`src/rtl/pipe_ctrl_pkg.sv`:
```
// Shared pipeline-control types: FSM state encoding, per-cycle control vector and
// the canned control patterns each hazard produces.
package pipe_ctrl_pkg;

    typedef enum logic [1:0] {
        INIT     = 2'd0,
        RUN      = 2'd1,
        MDU_BUSY = 2'd2,
        MEM_WAIT = 2'd3
    } pipe_state_e;

    localparam int MEM_TIMEOUT_DEF = 255;
    localparam int CNT_W_DEF       = 16;

    typedef struct packed {
        logic stall_pc;
        logic stall_if_id;
        logic stall_id_ex;
        logic stall_ex_mem;
        logic flush_if_id;
        logic flush_id_ex;
        logic flush_ex_mem;
        logic flush_mem_wb;
        logic pc_redirect;
        logic bus_err;
    } ctrl_t;

    localparam ctrl_t CTRL_INIT = '{flush_if_id: 1'b1, flush_id_ex: 1'b1, flush_ex_mem: 1'b1,
                                    flush_mem_wb: 1'b1, default: 1'b0};
    localparam ctrl_t CTRL_BERR = '{flush_if_id: 1'b1, flush_id_ex: 1'b1, flush_ex_mem: 1'b1,
                                    flush_mem_wb: 1'b1, bus_err: 1'b1, default: 1'b0};
    localparam ctrl_t CTRL_MEM  = '{stall_pc: 1'b1, stall_if_id: 1'b1, stall_id_ex: 1'b1,
                                    stall_ex_mem: 1'b1, flush_mem_wb: 1'b1, default: 1'b0};
    localparam ctrl_t CTRL_MDU  = '{stall_pc: 1'b1, stall_if_id: 1'b1, stall_id_ex: 1'b1,
                                    flush_ex_mem: 1'b1, default: 1'b0};
    localparam ctrl_t CTRL_JUMP = '{flush_if_id: 1'b1, flush_id_ex: 1'b1, pc_redirect: 1'b1,
                                    default: 1'b0};
    localparam ctrl_t CTRL_LU   = '{stall_pc: 1'b1, stall_if_id: 1'b1, flush_id_ex: 1'b1,
                                    default: 1'b0};

    // A flushed stage must load the NOP, so flush always overrides its stall.
    function automatic ctrl_t resolve(input ctrl_t c);
        ctrl_t r;
        r              = c;
        r.stall_pc     = c.stall_pc     & ~c.pc_redirect;
        r.stall_if_id  = c.stall_if_id  & ~c.flush_if_id;
        r.stall_id_ex  = c.stall_id_ex  & ~c.flush_id_ex;
        r.stall_ex_mem = c.stall_ex_mem & ~c.flush_ex_mem;
        return r;
    endfunction

endpackage

```
`src/rtl/pipe_ctrl_if.sv`:
```
// Hazard-request / stall-flush bundle between the pipeline datapath and pipe_ctrl.
interface pipe_ctrl_if
    import pipe_ctrl_pkg::*;
#(
    parameter int CNT_W = CNT_W_DEF
);
    logic             jump_req;
    logic [31:0]      jump_addr;
    logic             load_use;
    logic             mdu_start;
    logic             mdu_done;
    logic             mem_req;
    logic             mem_ready;
    logic             stall_pc;
    logic             stall_if_id;
    logic             stall_id_ex;
    logic             stall_ex_mem;
    logic             flush_if_id;
    logic             flush_id_ex;
    logic             flush_ex_mem;
    logic             flush_mem_wb;
    logic             pc_redirect;
    logic [31:0]      pc_target;
    logic             bus_err;
    logic [CNT_W-1:0] stall_cnt;

    modport master (
        output jump_req, jump_addr, load_use, mdu_start, mdu_done, mem_req, mem_ready,
        input  stall_pc, stall_if_id, stall_id_ex, stall_ex_mem,
               flush_if_id, flush_id_ex, flush_ex_mem, flush_mem_wb,
               pc_redirect, pc_target, bus_err, stall_cnt
    );

    modport slave (
        input  jump_req, jump_addr, load_use, mdu_start, mdu_done, mem_req, mem_ready,
        output stall_pc, stall_if_id, stall_id_ex, stall_ex_mem,
               flush_if_id, flush_id_ex, flush_ex_mem, flush_mem_wb,
               pc_redirect, pc_target, bus_err, stall_cnt
    );
endinterface

```
`src/rtl/pipe_ctrl_sat_counter.sv`:
```
// Up-counter that sticks at all-ones instead of wrapping.
module sat_counter #(
    parameter int W = 16
) (
    input  logic         clk,
    input  logic         rst_n,
    input  logic         i_inc,
    output logic [W-1:0] o_cnt
);
    logic [W-1:0] r_cnt;

    always_ff @(posedge clk or negedge rst_n) begin
        if (!rst_n)
            r_cnt <= '0;
        else if (i_inc && (r_cnt != '1))
            r_cnt <= r_cnt + W'(1);
    end

    assign o_cnt = r_cnt;
endmodule

```
`src/rtl/pipe_ctrl.sv`:
```
// Pipeline hazard controller: arbitrates memory, mul/div, jump and load-use hazards
// into per-stage stall/flush controls with a bus-error timeout on memory waits.
module pipe_ctrl
    import pipe_ctrl_pkg::*;
#(
    parameter int MEM_TIMEOUT = MEM_TIMEOUT_DEF,
    parameter int CNT_W       = CNT_W_DEF
) (
    input logic         clock,
    input logic         reset_n,
    pipe_ctrl_if.slave  bus
);
    localparam int                WAIT_W    = $clog2(MEM_TIMEOUT + 1);
    localparam logic [WAIT_W-1:0] LAST_WAIT = WAIT_W'(MEM_TIMEOUT - 1);

    pipe_state_e       r_state;
    logic [WAIT_W-1:0] r_wait_cnt;
    ctrl_t             w_raw;
    ctrl_t             w_ctrl;
    logic              w_any_stall;
    logic [CNT_W-1:0]  w_stall_cnt;

    always_comb begin
        w_raw = '0;
        case (r_state)
            INIT: w_raw = CTRL_INIT;
            RUN: begin
                if (bus.mem_req && !bus.mem_ready) w_raw = CTRL_MEM;
                else if (bus.mdu_start)            w_raw = CTRL_MDU;
                else if (bus.jump_req)             w_raw = CTRL_JUMP;
                else if (bus.load_use)             w_raw = CTRL_LU;
            end
            MDU_BUSY: if (!bus.mdu_done) w_raw = CTRL_MDU;
            // r_wait_cnt counts cycles already waited, so this cycle is wait number r_wait_cnt+1.
            MEM_WAIT: if (!bus.mem_ready) w_raw = (r_wait_cnt >= LAST_WAIT) ? CTRL_BERR : CTRL_MEM;
            default: w_raw = '0;
        endcase
        w_ctrl = resolve(w_raw);
    end

    always_ff @(posedge clock or negedge reset_n) begin
        if (!reset_n) begin
            r_state    <= INIT;
            r_wait_cnt <= '0;
        end else begin
            case (r_state)
                INIT: r_state <= RUN;
                RUN: begin
                    if (bus.mem_req && !bus.mem_ready) begin
                        r_state    <= MEM_WAIT;
                        r_wait_cnt <= WAIT_W'(1);
                    end else if (bus.mdu_start) begin
                        r_state <= MDU_BUSY;
                    end
                end
                MDU_BUSY: if (bus.mdu_done) r_state <= RUN;
                MEM_WAIT: begin
                    if (bus.mem_ready || (r_wait_cnt >= LAST_WAIT)) begin
                        r_state    <= RUN;
                        r_wait_cnt <= '0;
                    end else begin
                        r_wait_cnt <= r_wait_cnt + WAIT_W'(1);
                    end
                end
                default: r_state <= INIT;
            endcase
        end
    end

    assign w_any_stall = w_ctrl.stall_pc | w_ctrl.stall_if_id |
                         w_ctrl.stall_id_ex | w_ctrl.stall_ex_mem;

    sat_counter #(.W(CNT_W)) u_stall_cnt (
        .clk   (clock),
        .rst_n (reset_n),
        .i_inc (w_any_stall),
        .o_cnt (w_stall_cnt)
    );

    assign bus.stall_pc     = w_ctrl.stall_pc;
    assign bus.stall_if_id  = w_ctrl.stall_if_id;
    assign bus.stall_id_ex  = w_ctrl.stall_id_ex;
    assign bus.stall_ex_mem = w_ctrl.stall_ex_mem;
    assign bus.flush_if_id  = w_ctrl.flush_if_id;
    assign bus.flush_id_ex  = w_ctrl.flush_id_ex;
    assign bus.flush_ex_mem = w_ctrl.flush_ex_mem;
    assign bus.flush_mem_wb = w_ctrl.flush_mem_wb;
    assign bus.pc_redirect  = w_ctrl.pc_redirect;
    assign bus.pc_target    = w_ctrl.pc_redirect ? bus.jump_addr : 32'h0;
    assign bus.bus_err      = w_ctrl.bus_err;
    assign bus.stall_cnt    = w_stall_cnt;
endmodule
```
`src/flat_wrapper.sv`:
```
// flat-port wrapper written by rule: the top's interface ports become plain ports
module pipe_ctrl_flat import pipe_ctrl_pkg::*;
#(
    parameter int MEM_TIMEOUT = MEM_TIMEOUT_DEF,
    parameter int CNT_W       = CNT_W_DEF
)
  (clock, reset_n, bus_jump_req, bus_jump_addr, bus_load_use, bus_mdu_start, bus_mdu_done, bus_mem_req, bus_mem_ready, bus_stall_pc, bus_stall_if_id, bus_stall_id_ex, bus_stall_ex_mem, bus_flush_if_id, bus_flush_id_ex, bus_flush_ex_mem, bus_flush_mem_wb, bus_pc_redirect, bus_pc_target, bus_bus_err, bus_stall_cnt);
  pipe_ctrl_if #(.CNT_W(CNT_W)) bus_i ();
  input logic clock;
  input logic reset_n;
  input wire logic [$bits(bus_i.jump_req)-1:0] bus_jump_req;
  input wire logic [$bits(bus_i.jump_addr)-1:0] bus_jump_addr;
  input wire logic [$bits(bus_i.load_use)-1:0] bus_load_use;
  input wire logic [$bits(bus_i.mdu_start)-1:0] bus_mdu_start;
  input wire logic [$bits(bus_i.mdu_done)-1:0] bus_mdu_done;
  input wire logic [$bits(bus_i.mem_req)-1:0] bus_mem_req;
  input wire logic [$bits(bus_i.mem_ready)-1:0] bus_mem_ready;
  output wire logic [$bits(bus_i.stall_pc)-1:0] bus_stall_pc;
  output wire logic [$bits(bus_i.stall_if_id)-1:0] bus_stall_if_id;
  output wire logic [$bits(bus_i.stall_id_ex)-1:0] bus_stall_id_ex;
  output wire logic [$bits(bus_i.stall_ex_mem)-1:0] bus_stall_ex_mem;
  output wire logic [$bits(bus_i.flush_if_id)-1:0] bus_flush_if_id;
  output wire logic [$bits(bus_i.flush_id_ex)-1:0] bus_flush_id_ex;
  output wire logic [$bits(bus_i.flush_ex_mem)-1:0] bus_flush_ex_mem;
  output wire logic [$bits(bus_i.flush_mem_wb)-1:0] bus_flush_mem_wb;
  output wire logic [$bits(bus_i.pc_redirect)-1:0] bus_pc_redirect;
  output wire logic [$bits(bus_i.pc_target)-1:0] bus_pc_target;
  output wire logic [$bits(bus_i.bus_err)-1:0] bus_bus_err;
  output wire logic [$bits(bus_i.stall_cnt)-1:0] bus_stall_cnt;
  assign bus_i.jump_req = bus_jump_req;
  assign bus_i.jump_addr = bus_jump_addr;
  assign bus_i.load_use = bus_load_use;
  assign bus_i.mdu_start = bus_mdu_start;
  assign bus_i.mdu_done = bus_mdu_done;
  assign bus_i.mem_req = bus_mem_req;
  assign bus_i.mem_ready = bus_mem_ready;
  assign bus_stall_pc = bus_i.stall_pc;
  assign bus_stall_if_id = bus_i.stall_if_id;
  assign bus_stall_id_ex = bus_i.stall_id_ex;
  assign bus_stall_ex_mem = bus_i.stall_ex_mem;
  assign bus_flush_if_id = bus_i.flush_if_id;
  assign bus_flush_id_ex = bus_i.flush_id_ex;
  assign bus_flush_ex_mem = bus_i.flush_ex_mem;
  assign bus_flush_mem_wb = bus_i.flush_mem_wb;
  assign bus_pc_redirect = bus_i.pc_redirect;
  assign bus_pc_target = bus_i.pc_target;
  assign bus_bus_err = bus_i.bus_err;
  assign bus_stall_cnt = bus_i.stall_cnt;
  pipe_ctrl #(.MEM_TIMEOUT(MEM_TIMEOUT), .CNT_W(CNT_W)) u_core (.clock(clock), .reset_n(reset_n), .bus(bus_i));
endmodule
```
`config.mk`:
```
export PLATFORM = sky130hd
export DESIGN_NAME = pipe_ctrl_flat
export DESIGN_NICKNAME = d
export VERILOG_FILES = /design/src/rtl/pipe_ctrl_pkg.sv /design/src/rtl/pipe_ctrl_if.sv /design/src/rtl/pipe_ctrl_sat_counter.sv /design/src/rtl/pipe_ctrl.sv /design/src/flat_wrapper.sv
export SDC_FILE = /design/constraint.sdc
export NUM_CORES = 1
export LEC_CHECK = 0
export CAP_MARGIN = 20
export CORE_ASPECT_RATIO = 1.5
export CORE_MARGIN = 8
export CORE_UTILIZATION = 50
export CTS_BUF_LIST = sky130_fd_sc_hd__clkbuf_16
export CTS_CLUSTER_SIZE = 25
export DETAILED_ROUTE_END_ITERATION = 10
export DONT_BUFFER_PORTS = 1
export PLACE_DENSITY = 0.76
export SYNTH_ARGS = -nofsm -noshare
export SYNTH_HDL_FRONTEND = slang
export SYNTH_SLANG_ARGS = --single-unit
```
`constraint.sdc`:
```
create_clock -name clock -period 2.1 [get_ports clock]
set_input_delay 0.315 -clock clock [delete_from_list [all_inputs] [get_ports clock]]
set_output_delay 0.315 -clock clock [all_outputs]
set_load 0.02 [all_outputs]
```
==> results.cfg <==
[grt]
grt_pass1_vias = 1624
grt_max_degree = 34
grt_use_total_pct = 16.7
antenna_found_initial = 0
grtUsageMet3_pct = 4.23
grt.overflow.total = 0
grt_util_met2_pct = 28.4
top_usage_layer = met2
grt_pass1_wl_um = 7720
use_met1_pct = 19.8

[clock_network]
clk_path_buf_depth = 2
htreeDepth = 1
path_clk_slew_ns = 0.06
cts_root_buffer = clkbuf_16
numCtsBuffers = 3
cts_tree = yes
clkLatencyLatePin_ns = 0.26
numClockSinks = 26

[power]
switching_power_mw = 1.09
p_sw_share_pct = 44.2
comb_power_share_pct = 51.6
p_leak_nw = 0.911
powerDensity_mw_per_mm2 = 1180
power_frac_clock_pct = 16.9
ir_worst_vdd_v = 0.000601
p_int_mw = 1.38
p_seq_share_pct = 31.5
total_power_mw = 2.46

[sta]
setup_violations = 0
slew_viol_final = 0
setup_ws_ns = 0.0491
fmax_ghz = 0.488
period_needed_ns = 2.05
slew_headroom_pct = 72.1
min_period_over_period_pct = 97.7
hold_viol_final = 0
tightest_slew_ns = 0.415
finClkSkew_ns = 0.00344

[setup_path]
cp_num_buf_inv = 2
worstPathRequired_ns = 1.78
start_kind = flop
crit_start = u_core.r_wait_cnt[1]
critical-path-top-delay-family = compound AO/OA/AOI/OAI gates
max_stage_delay_ns = 0.41
regToRegStartpoint = u_core.r_wait_cnt[1]
cp_cell_sequence = ha_4, o211ai_4, o21bai_4, a32o_4, inv_2, buf_6
endpoint_kind = output port
crit_fanout = 8
slowest_stage = dfrtp_1
worst-setup-path-type = flop to output port
cp_data_arrival_time_ns = 1.74

[place]
post_dp_cell_area_mm2 = 0.00189
place_ws_ns = 0.158
dp.cells = 247
hpwl_um = 3840
gp_congestion = 0.829
port-buffer-count = 0

[synthesis]
synth_edf_count = 0
syn-num-nets = 235
synthFlopType = dfrtp_1
synth-async-reset-ratio_pct = 100
synth_area_per_cell_um2 = 8.96
synth.distinct_cells = 44
ys_ff_latch = 26
yosysSeqAreaShare_pct = 37.8
syn_area_mm2 = 0.00172
synthCells = 192
synth_warnings = 0

[final_layout]
drive_gt1_share_pct = 23.3
area_growth_pct = 20.9
nFillCells = 277
final_cells = 257
insertedDiodeCount = 0
design_area_mm2 = 0.00208
final_nets = 260

[floorplan]
dieWidth_um = 63.9
num_rows = 26
initial_utilization_pct = 51.3
ios = 98
fp.dieH_um = 87.8
core_area_mm2 = 0.00335
die-area_mm2 = 0.00561

[min_path]
worstHoldStart = bus_mdu_start
min_path_type = input port to flop

[drt]
viasPerCell = 6.02
dr.pass1.iters = 4
final_antenna_net_count = 0
drc = 0
drt_wl_total_um = 5000
num_vias = 1546
wl_per_cell_um = 19.5
drt_iter0_drc = 77

[run_status]
status = finished clean

[run]
drv_cap = 0
==> area by class of cell <==
class	count	area (um^2)	area share, %
Clock buffer	3	75.1	3.61
Inverter	7	26.3	1.26
Multi-Input combinational cell	152	1040	50.1
Sequential cell	26	653	31.4
Tap cell	42	52.6	2.53
Timing Repair Buffer	27	231	11.1
==> registers in the layout, indices dropped and copies added (netlist names) <==
signal / count
u_core.r_wait_cnt: 8
u_core.r_state: 2
u_core.u_stall_cnt.o_cnt: 16
==> cell families (layout without fill, tap and decap cells) <==
group	count (synthesis)	after routing	share of synthesized area, %
compound gates	34	34	13.5
xor+xnor	14	14	7.13
fa+ha+maj	3	3	2.18
buf+inv	14	37	3.93
flops	26	26	37.8
mux	1	1	0.654
simple gates	100	100	34.8
==> power groups by stage <==
stage | Sequential, mW | Combinational, mW | Clock, mW
after global routing | 0.794 | 1.39 | 0.437
after floorplan | 0.822 | 0.751 | 0
after detailed placement | 0.783 | 1.10 | 0
final | 0.777 | 1.27 | 0.417
after CTS | 0.774 | 1.13 | 0.424
after global placement | 0.779 | 1.09 | 0
==> final timing paths <==
path / to / cells past startpoint / slack (ns)
min in group asynchronous: u_core.u_stall_cnt.o_cnt[7] / 2 / 0.51
setup / recovery: bus_stall_pc / 6 / 0.05
hold / removal: u_core.r_state[0] / 1 / 0.15
max in group asynchronous: u_core.r_state[0] / 2 / 1.42
setup reg to reg: u_core.u_stall_cnt.o_cnt[4] / 7 / 0.09
hold reg to reg: u_core.r_wait_cnt[5] / 1 / 0.53
==> Yosys cell counts (2+ instances only) <==
| master | n | area, um^2 |
|---|---|---|
| and2_1 | 34 | 213 |
| nand4_1 | 5 | 31.3 |
| inv_1 | 5 | 18.8 |
| nor3_1 | 5 | 25.0 |
| nand2_1 | 17 | 63.8 |
| xnor2_1 | 4 | 35.0 |
| buf_4 | 2 | 15.0 |
| nor4_2 | 5 | 62.6 |
| clkbuf_1 | 4 | 15.0 |
| o31ai_1 | 2 | 15.0 |
| nor2b_1 | 3 | 18.8 |
| nand3_1 | 9 | 45.0 |
| a21oi_1 | 4 | 20.0 |
| nor2_1 | 8 | 30.0 |
| o21ai_1 | 3 | 15.0 |
| dfrtp_1 | 26 | 651 |
| and3_1 | 4 | 25.0 |
| inv_2 | 2 | 7.51 |
| xor2_1 | 10 | 87.6 |
| a31oi_1 | 2 | 12.5 |
| ha_1 | 3 | 37.5 |
| o21ai_0 | 12 | 60.1 |
| nand2b_1 | 2 | 12.5 |
==> layout by cell type, fill, tap and decap left out, drive strengths merged, types with 3 or more instances in the layout <==
| master | Yosys | final |
|---|---|---|
| a21oi | 4 | 4 |
| nor3 | 5 | 5 |
| and2 | 34 | 34 |
| xor2 | 10 | 10 |
| clkbuf | 4 | 4 |
| o21ai | 15 | 15 |
| inv | 7 | 7 |
| nand4 | 5 | 5 |
| and3 | 4 | 4 |
| nor4 | 5 | 5 |
| nand3 | 9 | 9 |
| dfrtp | 26 | 26 |
| nor2 | 9 | 9 |
| nand2 | 17 | 17 |
| buf | 3 | 25 |
| ha | 3 | 3 |
| xnor2 | 4 | 4 |
| nor2b | 3 | 3 |
==> metal layers <==
metal,part of all wire [%],vias up
met2,50,100
met4,1.8,0
li1,-,716
met5,0,-
met1,39,720
met3,8.7,10
==> worst reg2reg max path, cell delays in order (launching register included) <==
cell      delay (ns)
dfrtp_1         0.41
ha_4            0.18
o211ai_4        0.23
o21bai_4        0.08
a32o_4          0.37
buf_4           0.17
nor4b_2         0.29
xor2_1          0.21
==> what timing repair did <==
item,4_1_cts,5_1_grt
endpoints found under the setup margin,10,36
pin swaps,0,2
setup buffers,0,5
hold endpoints to repair,26,0
hold buffers,2,0
resized for setup,1,9
==> per-stage QoR <==
stage | hold slack, ns | utilization [%] | TNS (ns)
2_1_floorplan | 0.0194 | - | 0
3_3_place_gp | 0.0201 | 56.5 | 0
3_5_place_dp | 0.0201 | 56.5 | 0
4_1_cts | 0.157 | 59.7 | 0
5_1_grt | 0.156 | 62.1 | -0.0391
6_report | 0.154 | 62.1 | 0
Power figures use the tool's default switching activity.
